$ cat config.mk
export PLATFORM = sky130hd
export DESIGN_NAME = i2s_receiver
export DESIGN_NICKNAME = d
export VERILOG_FILES = /design/src/rtl/i2s_pkg.sv /design/src/rtl/i2s_sync_edge.sv /design/src/rtl/i2s_receiver.sv
export SDC_FILE = /design/constraint.sdc
export NUM_CORES = 1
export LEC_CHECK = 0
export CAP_MARGIN = 20
export CORE_MARGIN = 2
export CORE_UTILIZATION = 52
export DETAILED_ROUTE_END_ITERATION = 10
export GPL_ROUTABILITY_DRIVEN = 0
export PLACE_DENSITY = 0.76
export RECOVER_POWER = 25
export SLEW_MARGIN = 20
export SYNTH_ARGS = -nofsm -noshare
export SYNTH_HDL_FRONTEND = slang
export SYNTH_SLANG_ARGS = --single-unit
export TNS_END_PERCENT = 5
$ cat constraint.sdc
create_clock -name mclk -period 3.6 [get_ports mclk]
set_clock_uncertainty 0.05 [all_clocks]
set_input_delay 0.54 -clock mclk [delete_from_list [all_inputs] [get_ports mclk]]
set_output_delay 0.54 -clock mclk [all_outputs]
set_load 0.1 [all_outputs]
$ cat src/rtl/i2s_pkg.sv
// rtl/i2s_pkg.sv - shared I2S types and defaults for the receive and transmit paths
//
// Purpose: framing-state enum and default word width shared by the I2S blocks.
// Ports:   none (package).

package i2s_pkg;

  typedef enum logic [1:0] {
    SEEK  = 2'd0,
    LEFT  = 2'd1,
    RIGHT = 2'd2
  } i2s_rx_state_t;

  localparam int DEFAULT_SAMPLE_BITS = 16;

endpackage

$ cat src/rtl/i2s_sync_edge.sv
// rtl/i2s_sync_edge.sv - synchronizes bclk/lrc/data into mclk and detects bclk rising edges
//
// Purpose: brings the three codec-driven I2S lines into the mclk domain through
//          SYNC_STAGES-deep flop chains and produces a one-cycle bclk rise strobe.
// Ports:
//   clk          in   mclk
//   rst          in   asynchronous active-high reset
//   bclk_i       in   raw bit clock
//   lrc_i        in   raw word select
//   dat_i        in   raw serial data
//   lrc_o        out  synchronized word select
//   dat_o        out  synchronized serial data
//   bclk_rise_o  out  one-cycle strobe on a synchronized bclk 0->1

module i2s_sync_edge #(
  parameter int SYNC_STAGES = 2
) (
  input  logic clk,
  input  logic rst,
  input  logic bclk_i,
  input  logic lrc_i,
  input  logic dat_i,
  output logic lrc_o,
  output logic dat_o,
  output logic bclk_rise_o
);

  logic [SYNC_STAGES-1:0] bclk_sync_q;
  logic [SYNC_STAGES-1:0] lrc_sync_q;
  logic [SYNC_STAGES-1:0] dat_sync_q;
  logic                   bclk_prev_q;

  // All three lines use equal-depth chains so lrc/data stay aligned with the bclk edge.
  always_ff @(posedge clk or posedge rst) begin
    if (rst) begin
      bclk_sync_q <= '0;
      lrc_sync_q  <= '0;
      dat_sync_q  <= '0;
      bclk_prev_q <= 1'b0;
    end else begin
      bclk_sync_q <= {bclk_sync_q[SYNC_STAGES-2:0], bclk_i};
      lrc_sync_q  <= {lrc_sync_q[SYNC_STAGES-2:0], lrc_i};
      dat_sync_q  <= {dat_sync_q[SYNC_STAGES-2:0], dat_i};
      bclk_prev_q <= bclk_sync_q[SYNC_STAGES-1];
    end
  end

  assign lrc_o       = lrc_sync_q[SYNC_STAGES-1];
  assign dat_o       = dat_sync_q[SYNC_STAGES-1];
  assign bclk_rise_o = bclk_sync_q[SYNC_STAGES-1] & ~bclk_prev_q;

endmodule

$ cat src/rtl/i2s_receiver.sv
// rtl/i2s_receiver.sv - I2S capture path delivering stereo frames on a valid/ready interface
//
// Purpose: oversamples an external I2S link in the mclk domain, deserializes MSB-first
//          left/right words, locks framing on lrc 1->0 and hands complete stereo frames out.
// Ports:
//   mclk              in   sole clock (>= 4x bclk)
//   rst               in   asynchronous active-high reset
//   audio_I2S_bclk    in   codec bit clock
//   audio_I2S_reclrc  in   word select, 0 = left, 1 = right
//   audio_I2S_recdat  in   serial data, sampled on bclk rise
//   sample_left       out  left word of the held frame
//   sample_right      out  right word of the held frame
//   frame_valid       out  held frame valid
//   frame_ready       in   consumer accepts held frame
//   overrun           out  pulse: completed frame dropped because the stage was full
//   slot_err          out  pulse: a slot ended with the wrong bit count
//   link_up           out  framing locked and bclk active

module i2s_receiver
  import i2s_pkg::*;
#(
  parameter int SAMPLE_BITS    = DEFAULT_SAMPLE_BITS,
  parameter int SYNC_STAGES    = 2,
  parameter int TIMEOUT_CYCLES = 1024
) (
  input  logic                   mclk,
  input  logic                   rst,
  input  logic                   audio_I2S_bclk,
  input  logic                   audio_I2S_reclrc,
  input  logic                   audio_I2S_recdat,
  output logic [SAMPLE_BITS-1:0] sample_left,
  output logic [SAMPLE_BITS-1:0] sample_right,
  output logic                   frame_valid,
  input  logic                   frame_ready,
  output logic                   overrun,
  output logic                   slot_err,
  output logic                   link_up
);

  localparam int CW = $clog2(SAMPLE_BITS + 1);
  localparam int TW = $clog2(TIMEOUT_CYCLES);
  localparam logic [CW-1:0] CNT_MAX  = CW'(SAMPLE_BITS);
  localparam logic [CW-1:0] CNT_LAST = CW'(SAMPLE_BITS - 1);
  localparam logic [TW-1:0] TO_LAST  = TW'(TIMEOUT_CYCLES - 1);
  localparam logic [SAMPLE_BITS-1:0] MSB_ONE = {1'b1, {(SAMPLE_BITS-1){1'b0}}};

  logic lrc_s, dat_s, bclk_rise;

  i2s_sync_edge #(.SYNC_STAGES(SYNC_STAGES)) u_sync (
    .clk         (mclk),
    .rst         (rst),
    .bclk_i      (audio_I2S_bclk),
    .lrc_i       (audio_I2S_reclrc),
    .dat_i       (audio_I2S_recdat),
    .lrc_o       (lrc_s),
    .dat_o       (dat_s),
    .bclk_rise_o (bclk_rise)
  );

  i2s_rx_state_t          state_q, state_d;
  logic                   lrc_prev_q, lrc_prev_d;
  logic [SAMPLE_BITS-1:0] sr_q, sr_d;
  logic [CW-1:0]          cnt_q, cnt_d;
  logic [TW-1:0]          to_q, to_d;
  logic [SAMPLE_BITS-1:0] lword_q, lword_d;
  logic [SAMPLE_BITS-1:0] rword_q, rword_d;
  logic                   done_q, done_d;
  logic                   slot_err_q, slot_err_d;
  logic [SAMPLE_BITS-1:0] left_q, left_d;
  logic [SAMPLE_BITS-1:0] right_q, right_d;
  logic                   valid_q, valid_d;
  logic                   overrun_q, overrun_d;

  logic [SAMPLE_BITS-1:0] bit_vec;
  logic [SAMPLE_BITS-1:0] slot_word;

  always_comb begin
    state_d    = state_q;
    lrc_prev_d = lrc_prev_q;
    sr_d       = sr_q;
    cnt_d      = cnt_q;
    to_d       = to_q;
    lword_d    = lword_q;
    rword_d    = rword_q;
    done_d     = 1'b0;
    slot_err_d = 1'b0;
    left_d     = left_q;
    right_d    = right_q;
    valid_d    = valid_q;
    overrun_d  = 1'b0;

    // Bits are placed left-aligned at their final position as they arrive, so a short
    // slot is zero-padded for free and bits past SAMPLE_BITS shift out to nothing.
    bit_vec   = dat_s ? (MSB_ONE >> cnt_q) : '0;
    slot_word = sr_q | bit_vec;

    if (bclk_rise) begin
      to_d       = '0;
      lrc_prev_d = lrc_s;
      if (lrc_s != lrc_prev_q) begin
        // One-bit I2S delay: this bit is the LSB of the slot that lrc_prev owned.
        sr_d  = '0;
        cnt_d = '0;
        unique case (state_q)
          SEEK: if (!lrc_s) state_d = LEFT;
          LEFT: if (lrc_s) begin
            lword_d    = slot_word;
            slot_err_d = (cnt_q != CNT_LAST);
            state_d    = RIGHT;
          end
          RIGHT: if (!lrc_s) begin
            rword_d    = slot_word;
            slot_err_d = (cnt_q != CNT_LAST);
            done_d     = 1'b1;
            state_d    = LEFT;
          end
          default: state_d = SEEK;
        endcase
      end else begin
        sr_d = slot_word;
        if (cnt_q != CNT_MAX) cnt_d = cnt_q + 1'b1;
      end
    end else if (to_q == TO_LAST) begin
      // Link lost: hold here until bclk returns; the output stage is left untouched.
      state_d = SEEK;
      sr_d    = '0;
      cnt_d   = '0;
    end else begin
      to_d = to_q + 1'b1;
    end

    if (done_q) begin
      if (!valid_q || frame_ready) begin
        left_d  = lword_q;
        right_d = rword_q;
        valid_d = 1'b1;
      end else begin
        overrun_d = 1'b1;
      end
    end else if (valid_q && frame_ready) begin
      valid_d = 1'b0;
    end
  end

  always_ff @(posedge mclk or posedge rst) begin
    if (rst) begin
      state_q    <= SEEK;
      lrc_prev_q <= 1'b0;
      sr_q       <= '0;
      cnt_q      <= '0;
      to_q       <= '0;
      lword_q    <= '0;
      rword_q    <= '0;
      done_q     <= 1'b0;
      slot_err_q <= 1'b0;
      left_q     <= '0;
      right_q    <= '0;
      valid_q    <= 1'b0;
      overrun_q  <= 1'b0;
    end else begin
      state_q    <= state_d;
      lrc_prev_q <= lrc_prev_d;
      sr_q       <= sr_d;
      cnt_q      <= cnt_d;
      to_q       <= to_d;
      lword_q    <= lword_d;
      rword_q    <= rword_d;
      done_q     <= done_d;
      slot_err_q <= slot_err_d;
      left_q     <= left_d;
      right_q    <= right_d;
      valid_q    <= valid_d;
      overrun_q  <= overrun_d;
    end
  end

  assign sample_left  = left_q;
  assign sample_right = right_q;
  assign frame_valid  = valid_q;
  assign overrun      = overrun_q;
  assign slot_err     = slot_err_q;
  assign link_up      = (state_q != SEEK);

endmodule

Yosys cells after proc, flatten, opt, wreduce, memory -nomap -nowiden

Index checks and enable logic that the tools add are counted.

Output and inout bits: 36
Bits in registers: 109
Input port bits: 6

Bitwise gates (word level): 4
Mux-type cells: 30
Equal/unequal tests: 12
Reduce and logical (&&, ||, !) cells: 14
Add/subtract/negate cells: 2
Shift operators: 1

Operators by type and width:

| cell                                                  | count |
|---|---|
| two-way mux 16 bit                                    | 4 |
| two-way mux 10 bit                                    | 2 |
| two-way mux 5 bit                                     | 4 |
| OR 16 bit                                             | 1 |
| right shift 16 x 5 -> 16 bit, first input constant    | 1 |
| two-way mux 1 bit                                     | 13 |
| AND reduction 4 bit                                   | 3 |
| adder 10 x 1 -> 10 bit, second input constant         | 1 |
| equality test 10 bit, second input constant           | 1 |
| two-way mux 2 bit                                     | 5 |
| AND reduction 2 bit                                   | 3 |
| nonzero test 2 bit                                    | 3 |
| adder 5 x 1 -> 5 bit, second input constant           | 1 |
| inequality test 5 x 4 -> 1 bit, second input constant | 1 |
| inequality test 5 bit, second input constant          | 1 |
| inequality test 2 x 1 -> 1 bit, second input constant | 2 |
| one-hot mux 2 bit (2 select lines)                    | 1 |
| inequality test 3 x 1 -> 1 bit, second input constant | 1 |
| inequality test 3 x 2 -> 1 bit, second input constant | 1 |
| inequality test 3 bit, second input constant          | 1 |
| equality test 2 x 1 -> 1 bit, second input constant   | 1 |
| equality test 2 bit, second input constant            | 1 |
| zero test 2 bit                                       | 1 |
| inequality test 2 bit, second input constant          | 1 |
| other kinds (8)                                       | 9 |

Logic depth before layout (Yosys ltp)

Gate-level depths: netlist of run 1.

Depth in word-level cells: 5
Depth in mapped cells: 6
Gate-level depth less buffers: 5

Hierarchy

A second synthesis of run 1 with hierarchy kept.

Cell total of the unflattened synthesis: 386
Area, all modules: 4529.3 um^2

By module, submodules not included:

| module        | seq. area each (um^2) | times used | area each (um^2) | cells each |
|---|---|---|---|---|
| i2s_receiver  | 2552.4                | 1          | 4336.7           | 377 |
| i2s_sync_edge | 175.2                 | 1          | 192.7            | 9 |

Worst setup path before layout of run 1

No wires, ideal clock.

Path type: register -> register
Start: register valid_q, in the netlist frame_valid
End: register left_q[0], in the netlist sample_left[0]
Buffers on the path: 1
Required time: 3.424 ns
Clock period less this slack: 1.989 ns
Stages on the path, launching flop included: 5
Path slack: 1.611 ns
Data arrival time: 1.814 ns
Library setup time: 0.126 ns
Cell sequence: dfrtp_1 > nand2b_1 > nand2_1 > buf_2 > mux2_2

Cells in the longest elaborated chain, start to end: 3

RTL lines:

| item                          | RTL line            | text |
|---|---|---|
| start, declared               | i2s_receiver.sv:71  | `logic valid_q, valid_d;` |
| start signal, assigned        | i2s_receiver.sv:172 | `valid_q <= valid_d;` |
| zero test 1 bit               | i2s_receiver.sv:133 | `if (!valid_q \|\| frame_ready) begin` |
| logical OR 1 bit              | i2s_receiver.sv:133 |  |
| AND reduction 2 bit (no line) | n/a                 |  |
| end signal, assigned          | i2s_receiver.sv:170 | `left_q <= left_d;` |
| end, declared                 | i2s_receiver.sv:69  | `logic [SAMPLE_BITS-1:0] left_q, left_d;` |

No other way between the ends.
A chain may end at the register's enable or synchronous reset.

Final worst setup path of run 1

Start: register left_q[15], in the netlist sample_left[15]
End: output sample_left[15]

RTL lines:

| item          | RTL line           | text |
|---|---|---|
| end, declared | i2s_receiver.sv:31 | `output logic [SAMPLE_BITS-1:0] sample_left,` |

No word-level cell between the ends.

==> results of run 1 <==
-- kinds of logic after synthesis --
family                     Yosys count
xor gates and xnor gates             2
DFF                                109
and+or+nand+nor                     59
buffers and inverters               31
adders and majority gates           11
AOI/OAI and AO/OA                   76
muxes                               66
-- registers in the layout, summed over array words and instances, names as in the netlist, 5 cells and up --
register and count:
lword_q 16, sr_q 16, sample_left 16, rword_q 16, sample_right 16, cnt_q 5
to_q 10
-- per-stage QoR --
stage / utilization / hold slack, ns / std cells
global placement: 0.593 / 0.282 / 489
CTS: 0.616 / 0.307 / 505
global route: 0.616 / 0.318 / 505
detailed placement: 0.593 / 0.286 / 489
floorplan: - / 0.281 / 354
finish: 0.616 / 0.304 / 505
-- worst paths after layout --
| check | startpoint | to | slack (ns) | depth (start not counted) |
|---|---|---|---|---|
| worst max-delay path | sample_left[15]$_DFFE_PP0P_ | sample_left[15] | 1.11 | 1 |
| worst min-delay path | u_sync.bclk_sync_q[0]$_DFF_PP0_ | u_sync.bclk_sync_q[1]$_DFF_PP0_ | 0.30 | 0 |
| worst max register to register | to_q[0]$_DFFE_PP0P_ | cnt_q[2]$_DFFE_PP0P_ | 1.39 | 4 |
| worst min register to register | u_sync.bclk_sync_q[0]$_DFF_PP0_ | u_sync.bclk_sync_q[1]$_DFF_PP0_ | 0.30 | 0 |
| max in group asynchronous | rst | sr_q[1]$_DFFE_PP0P_ | 1.47 | 2 |
| min in group asynchronous | rst | sample_right[11]$_DFFE_PP0P_ | 1.10 | 2 |
-- cell usage after synthesis (all sizes together), types with 3 or more instances --
library cell / n / area (um^2)
nor2: 5 / 33.8
a21o: 16 / 120
dfrtp: 109 / 2730
nand4: 6 / 52.6
and3: 3 / 18.8
inv: 13 / 48.8
clkbuf: 5 / 18.8
and2: 4 / 25.0
buf: 13 / 87.6
nand3: 4 / 20.0
a21oi: 22 / 110
o211ai: 4 / 35.0
nor2b: 4 / 25.0
nor3: 3 / 15.0
nand2b: 3 / 21.3
nand2: 12 / 45.0
a41oi: 17 / 149
ha: 11 / 138
mux2: 64 / 721
-- metal layers --
| metal | part of all wire | up-vias | GRT usage |
|---|---|---|---|
| li1 | - | 1385 | - |
| met1 | 0.44 | 1513 | 0.260 |
| met2 | 0.51 | 67 | 0.302 |
| met3 | 0.030 | 14 | 0.0365 |
| met4 | 0.016 | 0 | 0.0653 |
| met5 | 0 | - | 0 |
-- cell type report --
cell class / instances / area (um^2) / area share
Timing Repair Buffer: 45 / 447 / 0.0828
Sequential cell: 109 / 2730 / 0.506
Inverter: 13 / 52.6 / 0.00974
Clock buffer: 9 / 124 / 0.0230
Tap cell: 108 / 135 / 0.0251
Multi-Input combinational cell: 214 / 1840 / 0.340
Clock inverter: 7 / 72.6 / 0.0135
-- placed cells by master, fill, tap and decap left out, types with 3 or more instances in the layout --
cell             instances
nor2b_1                  4
clkdlybuf4s50_1         35
a41oi_1                 17
a21oi_1                 22
clkinvlp_4               3
ha_1                    11
dfrtp_1                109
clkbuf_8                 9
inv_1                   12
a21o_1                  16
nand2_1                 12
nor2_1                   3
buf_4                    3
and3_1                   3
nand4_1                  5
nor3_1                   3
o211ai_1                 3
and2_1                   4
nand3_1                  4
dlygate4sd3_1            5
mux2_2                  64
-- power groups by stage --
stage | registers [mW] | logic (mW) | clock network (mW)
finish | 1.35 | 0.381 | 0.742
CTS | 1.35 | 0.386 | 0.761
global route | 1.36 | 0.428 | 0.822
detailed placement | 1.37 | 0.383 | 0
global placement | 1.36 | 0.373 | 0
floorplan | 1.37 | 0.286 | 0
==> impl_metrics.csv, run 1 <==
group,metric,value,unit
pwr,switching_share,0.298,
synthesis,synth_edf_count,0,
worst_setup_path,critPathMaxFanout,2,
timing,grt_setup_unrepaired,"false",
finish,antenna_cells,0,
cts,cts_buffers,9,
routing,vias,2979,
pwr,comb_power_share,0.154,
pwr,p_sw,736,uW
routing,drc,0,
flow_run,maxCapViolCount,1,
worst_setup_path,cp_top_family,"buffers and inverters",
timing,layout_setup_ws,1.11,ns
synthesis,synth_seq_area_share,0.578,
grt,grtUsageTotal,0.188,
place,port_buffers,41,
cts,clk_latency,0.37,ns
timing,max_clock_freq,402,MHz
routing,drt-initial-drc-count,188,
worst_setup_path,cp_slowest_cell,"clkdlybuf4s50_1",
finish,n_fill_cell,707,
worst_setup_path,critPathMaxStageDelay,1.15,ns
worst_setup_path,cp-end-kind,"output pin",
timing,worst_slew_pin_slew,1.79,ns
pwr,power.density,458,mW/mm^2
worst_setup_path,start_kind,"register",
synthesis,synth_cell_types,51,
synthesis,syn_area,0.00472,mm^2
finish,final_net_count,409,
finish,syn2layout_area_growth,14.3,%
timing,finalHoldViolations,0,
worst_setup_path,worstPathArrival,1.90,ns
timing,min_period,2.49,ns
timing,tns,0,ns
pwr,p_seq_frac,0.545,
floorplanning,core,0.00876,mm^2
synthesis,async_flop_share,1.00,
floorplanning,fp.dieH,99.3,um
floorplanning,io_pins,42,
routing,firstDrtPassIters,5,
floorplanning,dieArea,0.00985,mm^2
routing,ant_nets,0,
synthesis,synth_ff_type,"dfrtp_1",
synthesis,synth_seq_cells,109,
pwr,power,2.47,mW
finish,final_area,0.00539,mm^2
cts,clk_path_buf_depth,2,
worst_setup_path,critPathBufInv,1,
grt,antenna_found_initial,0,
pwr,p_int,1.73,mW
synthesis,synth_compound_area_frac,0.117,
routing,drt_wl_total,8.31,mm
grt,grt_overflow,0,
grt,grt_max_degree,86,
pwr,p_leak,2.63,nW
cts,path_clk_slew,0.09,ns
cts,cts_resized,0,
grt,grt_pass1_vias,2981,
outcome,status,"finished, violations left",
timing,max_slew_margin,-0.199,
worst_setup_path,cp_cell_sequence,"clkdlybuf4s50_1",
cts,post-cts-setup-buffers,0,
synthesis,synth_top_family_by_area,"multiplexers",
pwr,peakVddDrop,0.278,mV
pwr,power.share.clock,0.300,
cts,cts_tree,"built",
floorplanning,row_count,34,
worst_setup_path,path_class,"register to output pin",
cts,ctsHoldBuffers,0,
routing,wl_per_cell,16.4,um
outcome,violations,"capacitance limit, slew limit",
place,dp_slack,1.43,ns
finish,drive_gt1_frac,0.237,
timing,min_period_over_period,0.692,
synthesis,postSynthAreaPerCell,13.3,um^2
cts,cts_root_buf,"clkbuf_8",
place,placed_area,0.00520,mm^2
synthesis,postSynthNetCount,371,
routing,viasPerCell,5.90,
cts,cts_sinks,109,
synthesis,synthCells,354,
synthesis,synth_mux_area_frac,0.157,
timing,setup_viol,0,
timing,final_max_slew_viol_count,85,
cts,cts.htree.levels,3,
synthesis,yosys.area_share.xor_xnor,0.00371,
synthesis,synth-adder-area-share,0.0292,
worst_setup_path,crit_required,3.01,ns
place,place_hpwl,5.48,mm
synthesis,yosysWarnings,0,
synthesis,yosys.area_share.simple,0.0817,
grt,grt_pass1_wl,14.9,mm
hold_path,hold_class,"register to register",
floorplanning,fp.dieW,99.3,um
floorplanning,initial_core_util,0.538,
No activity file was read; power rests on OpenSTA's default activity.
==> inputs of run 2 (changes only) <==
- CORE_UTILIZATION: 52 -> 55
- PLACE_DENSITY: 0.76 -> 0.77
- clock period: 3.6 -> 2.5 ns (I/O delays scaled with it)
==> impl_metrics.csv, run 2 (same netlist as run 1, synthesis figures left out) <==
group,metric,value,unit
outcome,status,"complete, no violations",
routing,drc,0,
timing,finalHoldViolations,0,
floorplanning,row_count,33,
cts,cts_tree,"built",
pwr,power,3.68,mW
cts,cts_resized,0,
grt,grt_pass1_wl,14.7,mm
cts,ctsHoldBuffers,0,
finish,antenna_cells,0,
timing,min_period_over_period,0.787,
timing,final_max_slew_viol_count,0,
routing,vias,2945,
routing,drt_wl_total,8.16,mm
floorplanning,dieArea,0.00934,mm^2
floorplanning,initial_core_util,0.571,
finish,final_cell_mix,"dfrtp_1, mux2_2, buf_4, a21oi_1, a41oi_1",
grt,grt_max_degree,55,
timing,max_slew_margin,0.377,
grt,antenna_found_initial,0,
pwr,p_leak,2.74,nW
routing,firstDrtPassIters,5,
place,place_hpwl,5.47,mm
grt,grt_overflow,0,
cts,path_clk_slew,0.10,ns
floorplanning,core,0.00826,mm^2
cts,cts_root_buf,"clkbuf_8",
cts,clk_latency,0.36,ns
worst_setup_path,critPathMaxFanout,39,
hold_path,hold_class,"register to register",
timing,max_clock_freq,508,MHz
worst_setup_path,start_kind,"input port",
finish,final_util,0.650,
timing,tns,0,ns
timing,setup_viol,0,
floorplanning,fp.dieW,96.6,um
timing,min_period,1.97,ns
timing,worst_slew_pin_slew,0.934,ns
timing,grt_setup_unrepaired,"false",
worst_setup_path,worstPathArrival,2.29,ns
place,port_buffers,41,
cts,cts_buffers,9,
pwr,peakVddDrop,0.317,mV
routing,wl_per_cell,16.1,um
worst_setup_path,path_class,"input port to async pin",
flow_run,maxCapViolCount,0,
floorplanning,io_pins,42,
routing,drt-initial-drc-count,143,
worst_setup_path,crit_required,2.83,ns
routing,ant_nets,0,
finish,layout_commonest_cell,"dfrtp_1",
timing,worst_hold_slack,0.305,ns
grt,grtUsageTotal,0.189,
finish,drive_gt1_frac,0.334,
cts,cts_sinks,109,
routing,viasPerCell,5.82,
finish,syn2layout_area_growth,13.7,%
finish,final_area,0.00537,mm^2
place,placed_area,0.00515,mm^2
pwr,power.density,686,mW/mm^2
floorplanning,fp.dieH,96.6,um
worst_setup_path,cp-end-kind,"async pin",
finish,final_net_count,413,
grt,grt_pass1_vias,3052,
cts,post-cts-setup-buffers,0,
cts,cts.htree.levels,3,
cts,clk_path_buf_depth,2,
[run 2: metal layers]
metal | vias up | routed length, um | global-route usage
li1 | 1394 | - | -
met3 | 5 | 256 | 0.0289
met5 | - | 0 | 0
met2 | 65 | 4210 | 0.316
met1 | 1481 | 3620 | 0.255
met4 | 0 | 74 | 0.0650
[run 2: worst paths after layout]
kind,from,end,slack [ns],cells after the start
worst max register to register,state_q[1]$_DFFE_PP0P_,lword_q[13]$_DFFE_PP0P_,0.56,5
worst min register to register,u_sync.dat_sync_q[0]$_DFF_PP0_,u_sync.dat_sync_q[1]$_DFF_PP0_,0.31,0
max in group mclk,state_q[1]$_DFFE_PP0P_,lword_q[13]$_DFFE_PP0P_,0.56,5
worst max-delay path,rst,lword_q[0]$_DFFE_PP0P_,0.53,3
worst min-delay path,u_sync.dat_sync_q[0]$_DFF_PP0_,u_sync.dat_sync_q[1]$_DFF_PP0_,0.31,0
min in group asynchronous,rst,sample_right[10]$_DFFE_PP0P_,0.53,2
[run 2: where the power goes]
part           internal (mW)  switching, mW  total (mW)
Clock                  0.580          0.611        1.19
Combinational          0.185          0.368       0.553
Sequential              1.85         0.0863        1.94
Total                   2.61           1.06        3.68
[run 2: cell type report]
cell class / count / area [um^2]
fill: 639 / 2890
sequential: 109 / 2730
multi-input combinational: 214 / 1840
timing repair buffer: 49 / 390
tap: 105 / 131
clock buffer: 9 / 124
clock inverter: 7 / 106
inverter: 13 / 50.0
[run 2: worst max-delay path, cell delays in order]
cell and delay, ns:
dlygate4sd3_1 0.55, clkinvlp_2 0.52, clkbuf_2 0.84
[run 2: metrics by stage]
stage | instances | setup WS [ns]
2_1_floorplan | 354 | 0.511
3_3_place_gp | 490 | 0.583
3_5_place_dp | 490 | 0.516
4_1_cts | 506 | 0.527
5_1_grt | 506 | 0.225
6_report | 506 | 0.533
